$ cat config.mk
export PLATFORM = sky130hd
export DESIGN_NAME = axi_rd_slave
export DESIGN_NICKNAME = d
export VERILOG_FILES = /design/src/rtl/axi_rd_slave.sv
export SDC_FILE = /design/constraint.sdc
export NUM_CORES = 1
export LEC_CHECK = 0
export BUFFER_PORTS_ARGS = -buffer_cell sky130_fd_sc_hd__buf_2
export CAP_MARGIN = 40
export CORE_MARGIN = 2
export CORE_UTILIZATION = 23
export CTS_BUF_LIST = sky130_fd_sc_hd__clkbuf_8
export DETAILED_ROUTE_END_ITERATION = 10
export SYNTH_ARGS = -nofsm -noshare
export SYNTH_HDL_FRONTEND = slang
export SYNTH_SLANG_ARGS = --single-unit
export TNS_END_PERCENT = 1
$ cat constraint.sdc
create_clock -name a_clk -period 4.9 [get_ports a_clk]
set_clock_uncertainty 0.2 [all_clocks]
set_input_delay 0 -clock a_clk [delete_from_list [all_inputs] [get_ports a_clk]]
set_output_delay 0 -clock a_clk [all_outputs]
set_load 0.02 [all_outputs]
$ cat src/rtl/axi_rd_slave.sv
// axi_rd_slave: AXI4 read-channel slave returning 16-bit RAM words one beat at a time
//   a_clk/a_rst_n            clock, async active-low reset
//   arvalid/arready/araddr/arlen/arsize/arburst   read address channel
//   rvalid/rready/rdata/rresp/rlast               read data channel
//   a_address_rd/a_rd/a_data_in                   RAM read port (data valid cycle after a_rd)
module axi_rd_slave #(
  parameter int AXI_ADDR_W = 32,
  parameter int AXI_DATA_W = 64,
  parameter int RAM_ADDR_W = 13,
  parameter int RAM_DATA_W = 16
) (
  input  logic                  a_clk,
  input  logic                  a_rst_n,
  input  logic                  arvalid,
  output logic                  arready,
  input  logic [AXI_ADDR_W-1:0] araddr,
  input  logic [3:0]            arlen,
  input  logic [2:0]            arsize,
  input  logic [1:0]            arburst,
  output logic                  rvalid,
  input  logic                  rready,
  output logic [AXI_DATA_W-1:0] rdata,
  output logic [1:0]            rresp,
  output logic                  rlast,
  output logic [RAM_ADDR_W-1:0] a_address_rd,
  output logic                  a_rd,
  input  logic [RAM_DATA_W-1:0] a_data_in
);
  typedef enum logic [1:0] {IDLE, RD_ADDR, RD_CAP, R_OUT} state_t;
  state_t r_state;
  logic [RAM_ADDR_W-1:0] r_addr, r_address_rd;
  logic [AXI_DATA_W-1:0] r_rdata;
  logic [3:0] r_beats;
  logic [1:0] r_rresp;
  logic r_incr, r_err, r_arready, r_rvalid, r_rlast, r_a_rd;
  logic w_err, w_unused;
  logic [RAM_ADDR_W-1:0] w_araddr, w_next_addr;
  logic [RAM_DATA_W-1:0] w_word;
  // byte address -> word address; the top address bits and byte lane bit are ignored
  assign w_araddr = araddr[RAM_ADDR_W:1];
  assign w_unused = ^{araddr[AXI_ADDR_W-1:RAM_ADDR_W+1], araddr[0]};
  assign w_err = (arsize != 3'b001) || arburst[1];
  // INCR wraps naturally at the RAM_ADDR_W boundary
  assign w_next_addr = r_incr ? r_addr + 1'b1 : r_addr;
  assign w_word = r_err ? {RAM_DATA_W{1'b0}} : a_data_in;
  assign arready = r_arready;
  assign rvalid = r_rvalid;
  assign rdata = r_rdata;
  assign rresp = r_rresp;
  assign rlast = r_rlast;
  assign a_address_rd = r_address_rd;
  assign a_rd = r_a_rd;
  always_ff @(posedge a_clk or negedge a_rst_n) begin
    if (!a_rst_n) begin
      r_state <= IDLE;
      r_addr <= '0;
      r_address_rd <= '0;
      r_rdata <= '0;
      r_beats <= '0;
      r_rresp <= '0;
      r_incr <= 1'b0;
      r_err <= 1'b0;
      r_arready <= 1'b0;
      r_rvalid <= 1'b0;
      r_rlast <= 1'b0;
      r_a_rd <= 1'b0;
    end else begin
      case (r_state)
        IDLE: begin
          r_arready <= 1'b1;
          if (arvalid && r_arready) begin
            r_arready <= 1'b0;
            r_addr <= w_araddr;
            r_beats <= arlen;
            r_incr <= arburst == 2'b01;
            r_err <= w_err;
            r_a_rd <= !w_err;
            if (!w_err) r_address_rd <= w_araddr;
            r_state <= RD_ADDR;
          end
        end
        RD_ADDR: begin
          r_a_rd <= 1'b0;
          r_state <= RD_CAP;
        end
        RD_CAP: begin
          r_rdata <= {{(AXI_DATA_W-RAM_DATA_W){1'b0}}, w_word};
          r_rresp <= r_err ? 2'b10 : 2'b00;
          r_rlast <= r_beats == 4'd0;
          r_rvalid <= 1'b1;
          r_state <= R_OUT;
        end
        R_OUT: begin
          if (rready) begin
            r_rvalid <= 1'b0;
            if (r_rlast) begin
              r_arready <= 1'b1;
              r_state <= IDLE;
            end else begin
              r_beats <= r_beats - 1'b1;
              r_addr <= w_next_addr;
              r_a_rd <= !r_err;
              // error bursts never touch the RAM port, so its address is left alone
              if (!r_err) r_address_rd <= w_next_addr;
              r_state <= RD_ADDR;
            end
          end
        end
        default: r_state <= IDLE;
      endcase
    end
  end
endmodule

==> results.json, run 1 <==
{
  "outcome": "complete, no violations",
  "fin_util": 0.298,
  "synthArstFlopShare": 1.00,
  "cts_made_buffers": 5,
  "gp_congestion": 0.754,
  "core-area_um2": 13900,
  "clk_pin_slew_ns": 0.10,
  "drv_cap": 0,
  "worstPathArrival_ns": 3.15,
  "setup_viol": 0,
  "syn_avg_cell_area_um2": 9.30,
  "io_pins": 144,
  "critical_path.max_fanout": 19,
  "synthTopCellsByCount": "dfrtp_1 (55), buf_4 (50), o21ai_0 (36)",
  "grt_pass1_vias": 2568,
  "cts.sinks": 55,
  "routed_wl_um": 7960,
  "antenna_found_initial": 0,
  "met3_usage": 0.0208,
  "cts_resized": 0,
  "syn_area_um2": 3260,
  "die_x_um": 123,
  "postCtsHoldBufs": 41,
  "via_per_inst": 4.18,
  "p_leak_nw": 1.93,
  "die-area_um2": 15200,
  "fp.dieH_um": 123,
  "slew_viol_final": 0,
  "globalRouteOverflowTotal": 0,
  "diodes": 0,
  "drc": 0,
  "r2r_end": "a_address_rd[2]",
  "grt_usage": 0.105,
  "grt_max_degree": 56,
  "ys_seq_area_frac": 0.422,
  "rsz0062_at_grt": "false",
  "grt_pass1_wl_um": 12600,
  "synth_top_area_cell": "dfrtp_1",
  "global_route.usage.met1": 0.128,
  "place_area_um2": 3630,
  "reg2reg_slack_ns": 1.76,
  "reg2reg_depth": 6,
  "worstPathRequired_ns": 4.91,
  "synth_edf_count": 0,
  "gr-max-usage-layer": "met2",
  "pwr_density_cell_nw_per_um2": 606,
  "yosysWarnings": 0,
  "area_delta_synth_final_pct": 26.8,
  "wl_per_cell_um": 12.4,
  "dp_cells": 591,
  "drt_iter0_markers": 124,
  "path_class": "reg2reg",
  "fin_cells": 640,
  "met2_usage": 0.180,
  "relSlewSlack": 0.486,
  "clockBufferDepth": 2,
  "cts_setup_buffers": 0,
  "hold_class": "in2async",
  "num_rows": 43,
  "fin_crit_sh": 0.641,
  "peakVddDrop_mv": 0.190,
  "nets": 527,
  "drive_gt1_frac": 0.226,
  "cts-htree-levels": 2,
  "endpoint_kind": "flop",
  "synth_area_leaders": "dfrtp_1 (42%), buf_4 (11%), o21ai_0 (5.5%), nand3b_1 (3.9%), inv_1 (3.3%)",
  "initial_utilization": 0.235,
  "rr_startpoint": "r_state[0]",
  "synthDistinctLibCells": 47,
  "fin_crit_ns": 3.14,
  "synth_cells": 351,
  "cts_tree": "done",
  "fin_tns_setup_ns": 0,
  "port-buffer-count": 75,
  "dr_total_vias": 2677,
  "ys_ff_latch": 55,
  "fin_hold_ws_ns": 0.147,
  "drt_first_pass_iters": 4,
  "fin_area_um2": 4140,
  "start_kind": "flop",
  "insertion_delay_ns": 0.32,
  "drtAntennaViolNets": 0,
  "yosys.area.top_type_share": 0.422,
  "root_buffer": "clkbuf_8",
  "worst_pin_slew_ns": 0.765,
  "yosysMostFrequentCell": "dfrtp_1",
  "timing.fmax_ghz": 0.318,
  "hold_violations": 0,
  "synth-main-ff-cell": "dfrtp_1",
  "hpwl_um": 5500
}
==> critical path, stage by stage, from the launching register on <==
cell and delay, ns:
dfrtp_1 0.42, inv_1 0.15, ha_1 0.26, a21boi_1 0.33, a211o_1 0.55, a221o_1 0.71, mux2_2 0.41
==> registers in the layout, indices dropped and copies added, names as in the netlist, 2 cells and up <==
| signal | cells |
|---|---|
| rdata | 16 |
| r_beats | 4 |
| a_address_rd | 13 |
| r_state | 2 |
| r_addr | 13 |
==> kinds of logic after synthesis <==
group | synth area share
xor gates and xnor gates | 0.00537
buffers and inverters | 0.175
and+or+nand+nor | 0.148
DFF | 0.422
muxes | 0.0721
other | 0.00115
AOI/OAI and AO/OA | 0.150
adders and majority gates | 0.0268
==> worst max path at each step <==
stage,endpoint,from
final,a_address_rd[2],r_state[0]
after CTS,a_address_rd[2],r_state[0]
after floorplan,a_address_rd[10],r_state[0]
after global placement,a_address_rd[12],r_state[0]
after global routing,a_address_rd[2],r_state[0]
after detailed placement,a_address_rd[12],r_state[0]
==> routing by layer <==
| layer | up-vias | wire length (µm) |
|---|---|---|
| met5 | - | 0 |
| met4 | 0 | 184 |
| met3 | 12 | 339 |
| met2 | 69 | 3890 |
| met1 | 1272 | 3550 |
| li1 | 1324 | - |
==> power by group <==
part	internal [mW]	total, mW	switching, mW
Clock	0.129	0.287	0.158
Sequential	0.686	0.884	0.199
Combinational	0.544	1.34	0.796
==> cell usage in the layout, fill, tap and decap left out, drive strengths merged, types with 3 or more instances in the layout <==
cell type / synthesis / routed
buf: 56 / 80
dfrtp: 55 / 55
conb: 1 / 49
dlygate4sd3: 0 / 41
o21ai: 36 / 36
inv: 29 / 29
nor2: 18 / 18
nand3b: 17 / 17
nand2: 15 / 15
a21oi: 14 / 14
mux2: 14 / 14
nand2b: 7 / 7
nor3: 7 / 7
a31oi: 7 / 7
mux2i: 7 / 7
ha: 7 / 7
clkbuf: 12 / 7
nand4: 5 / 5
nand3: 4 / 4
o31ai: 4 / 4
a211oi: 3 / 3
a22oi: 3 / 3
or4: 3 / 3
or2: 3 / 3
==> stage by stage <==
| step | worst slack (ns) | total power [mW] |
|---|---|---|
| 2_1_floorplan | 2.58 | 1.87 |
| 3_3_place_gp | 1.82 | 2.14 |
| 3_5_place_dp | 1.74 | 2.22 |
| 4_1_cts | 1.72 | 2.54 |
| 5_1_grt | 1.55 | 2.73 |
| 6_report | 1.76 | 2.51 |
==> cell type report <==
| class | count | area, µm² |
|---|---|---|
| clock buffer | 7 | 96.3 |
| fill | 1472 | 9740 |
| tap | 180 | 225 |
| inverter | 29 | 109 |
| timing repair buffer | 121 | 828 |
| multi-input combinational | 247 | 1500 |
| clock inverter | 1 | 7.51 |
| sequential | 55 | 1380 |
Power figures use the tool's default switching activity.
==> run 2, diff against run 1 <==
==> constraint.sdc (replaced) <==
create_clock -name a_clk -period 2.6 [get_ports a_clk]
set_clock_uncertainty 0.2 [all_clocks]
set_input_delay 0 -clock a_clk [delete_from_list [all_inputs] [get_ports a_clk]]
set_output_delay 0 -clock a_clk [all_outputs]
set_load 0.02 [all_outputs]
==> run 2 against run 1 <==
Effect of this change: sequential share of layout area fell by 0.25 points; final cell count grew 0.78%; final area increased by 0.76%; combinational power grew 93%; die area unchanged; power is 91% higher; critical path type unchanged; clock-buffer cell count unchanged; largest cell class unchanged; sequential power is 90% higher; clock power rose by 86%; global-route usage grew 0.23 points.
==> results.json, run 2 (synthesis gave the netlist of run 1 again) <==
{
  "io_pins": 144,
  "cts.sinks": 55,
  "drive_gt1_frac": 0.239,
  "path_buf_inv": 1,
  "start_kind": "flop",
  "crit_chain": "inv_1 > ha_1 > a21boi_1 > a211o_1 > a221o_2 > mux2_1",
  "grt_pass1_wl_um": 12800,
  "power.total_mw": 4.80,
  "hold_class": "in2reg",
  "rr_startpoint": "r_state[1]",
  "critical_path.max_fanout": 12,
  "outcome": "complete, no violations",
  "drc": 0,
  "cts_tree": "done",
  "grt_usage": 0.107,
  "drt_first_pass_iters": 4,
  "drv_cap": 0,
  "clockBufferDepth": 2,
  "fin_tns_setup_ns": 0,
  "worstPathRequired_ns": 2.61,
  "slew_viol_final": 0,
  "insertion_delay_ns": 0.31,
  "fin_crit_sh": 0.894,
  "fill_cells": 1448,
  "wl_per_cell_um": 12.4,
  "fin_crit_ns": 2.32,
  "global_route.usage.met1": 0.139,
  "final_common_cell": "buf_2",
  "routed_wl_um": 8020,
  "cts_made_buffers": 5,
  "globalRouteOverflowTotal": 0,
  "dr_total_vias": 2711,
  "hold_violations": 0,
  "critPathSlowestCell": "a221o_2",
  "antenna_found_initial": 0,
  "hpwl_um": 5700,
  "nets": 532,
  "p_leak_nw": 1.95,
  "via_per_inst": 4.20,
  "port-buffer-count": 75,
  "cts_setup_buffers": 0,
  "largest_reg_flops": 16,
  "met3_usage": 0.0189,
  "fp.dieH_um": 123,
  "r2r_end": "a_address_rd[8]",
  "worstPathArrival_ns": 2.33,
  "path_class": "reg2reg",
  "grt_pass1_vias": 2637,
  "die_x_um": 123,
  "layout_common_cells": "buf_2 (75), dfrtp_1 (55), conb_1 (49)",
  "relSlewSlack": 0.498,
  "die-area_um2": 15200,
  "reg2reg_slack_ns": 0.28,
  "num_rows": 43,
  "clk_pin_slew_ns": 0.11,
  "reg2reg_depth": 6,
  "endpoint_kind": "flop",
  "root_buffer": "clkbuf_8",
  "gp_congestion": 0.807,
  "grt_max_degree": 56,
  "critPathMaxStageDelay_ns": 0.48,
  "core-area_um2": 13900,
  "setup_viol": 0,
  "worst_pin_slew_ns": 0.747,
  "initial_utilization": 0.235,
  "area_delta_synth_final_pct": 27.8,
  "met2_usage": 0.178,
  "drtAntennaViolNets": 0,
  "timing.fmax_ghz": 0.430,
  "diodes": 0,
  "gr-max-usage-layer": "met2",
  "cts-htree-levels": 2,
  "drt_iter0_markers": 151,
  "peakVddDrop_mv": 0.407,
  "min_path_cells": 4,
  "pwr_density_cell_nw_per_um2": 1150,
  "rsz0062_at_grt": "false",
  "min_from": "araddr[13]",
  "cpLargestDelayFamily": "compound AO/OA/AOI/OAI gates",
  "hold_end": "a_address_rd[12]",
  "cp-startpoint": "r_state[1]"
}
## run 2: cell count changes in the layout (fill, tap and decap cells not counted)
cell / before / now
buf_8: 1 / 0
dlygate4sd3_1: 41 / 40
a221o_2: 0 / 1
a221o_1: 1 / 0
buf_4: 3 / 11
buf_2: 76 / 75
## run 2: cell type report
type | instances | area [µm²] | area share
repair buffers | 126 | 858 | 0.206
clock inverters | 1 | 7.51 | 0.00180
flip-flops and latches | 55 | 1380 | 0.330
well taps | 180 | 225 | 0.0540
clock buffers | 7 | 96.3 | 0.0231
inverters | 29 | 109 | 0.0261
multi-input cells | 247 | 1500 | 0.359
## run 2: worst max-delay path by stage
| stage | to | depth (start not counted) | slack, ns |
|---|---|---|---|
| CTS | a_address_rd[0] | 6 | 0.04 |
| floorplan | a_address_rd[10] | 8 | 0.28 |
| global route | a_address_rd[2] | 6 | 0.1 |
| finish | a_address_rd[8] | 6 | 0.28 |
| detailed placement | a_address_rd[0] | 6 | 0.05 |
| global placement | a_address_rd[12] | 6 | 0.15 |
## run 2: worst min-delay path, stage by stage
cell and delay [ns]:
buf_2 0.08, nor2_1 0.04, a31oi_1 0.22, mux2_2 0.18
## run 2: per-layer routing
| metal | up-vias | routed length, µm | share of wire |
|---|---|---|---|
| met5 | - | 0 | 0 |
| met2 | 67 | 4030 | 0.50 |
| met3 | 7 | 336 | 0.042 |
| met4 | 0 | 131 | 0.016 |
| li1 | 1332 | - | - |
| met1 | 1305 | 3520 | 0.44 |
## run 2: power by group
group          total (mW)  switching [mW]  internal (mW)
registers            1.68           0.383           1.29
logic                2.59            1.51           1.08
clock network       0.534           0.291          0.243
total                4.80            2.19           2.62
## run 2: metrics by stage
stage / std cells / hold WS [ns] / setup WS, ns / util / instance area [µm²]
after global routing: 645 / 0.0275 / 0.0973 / 0.301 / 4170
after floorplan: 399 / -0.496 / 0.277 / - / 3440
after global placement: 597 / -0.0152 / 0.147 / 0.264 / 3670
final: 645 / 0.0258 / 0.275 / 0.301 / 4170
after CTS: 645 / 0.0114 / 0.0359 / 0.300 / 4170
after detailed placement: 597 / -0.0100 / 0.0527 / 0.264 / 3670
## run 2: repair_timing
item                                    CTS  global route
gates resized for setup                   0             1
endpoints found under the setup margin    0            12
hold endpoints to repair                104             0
hold buffers                             40             0
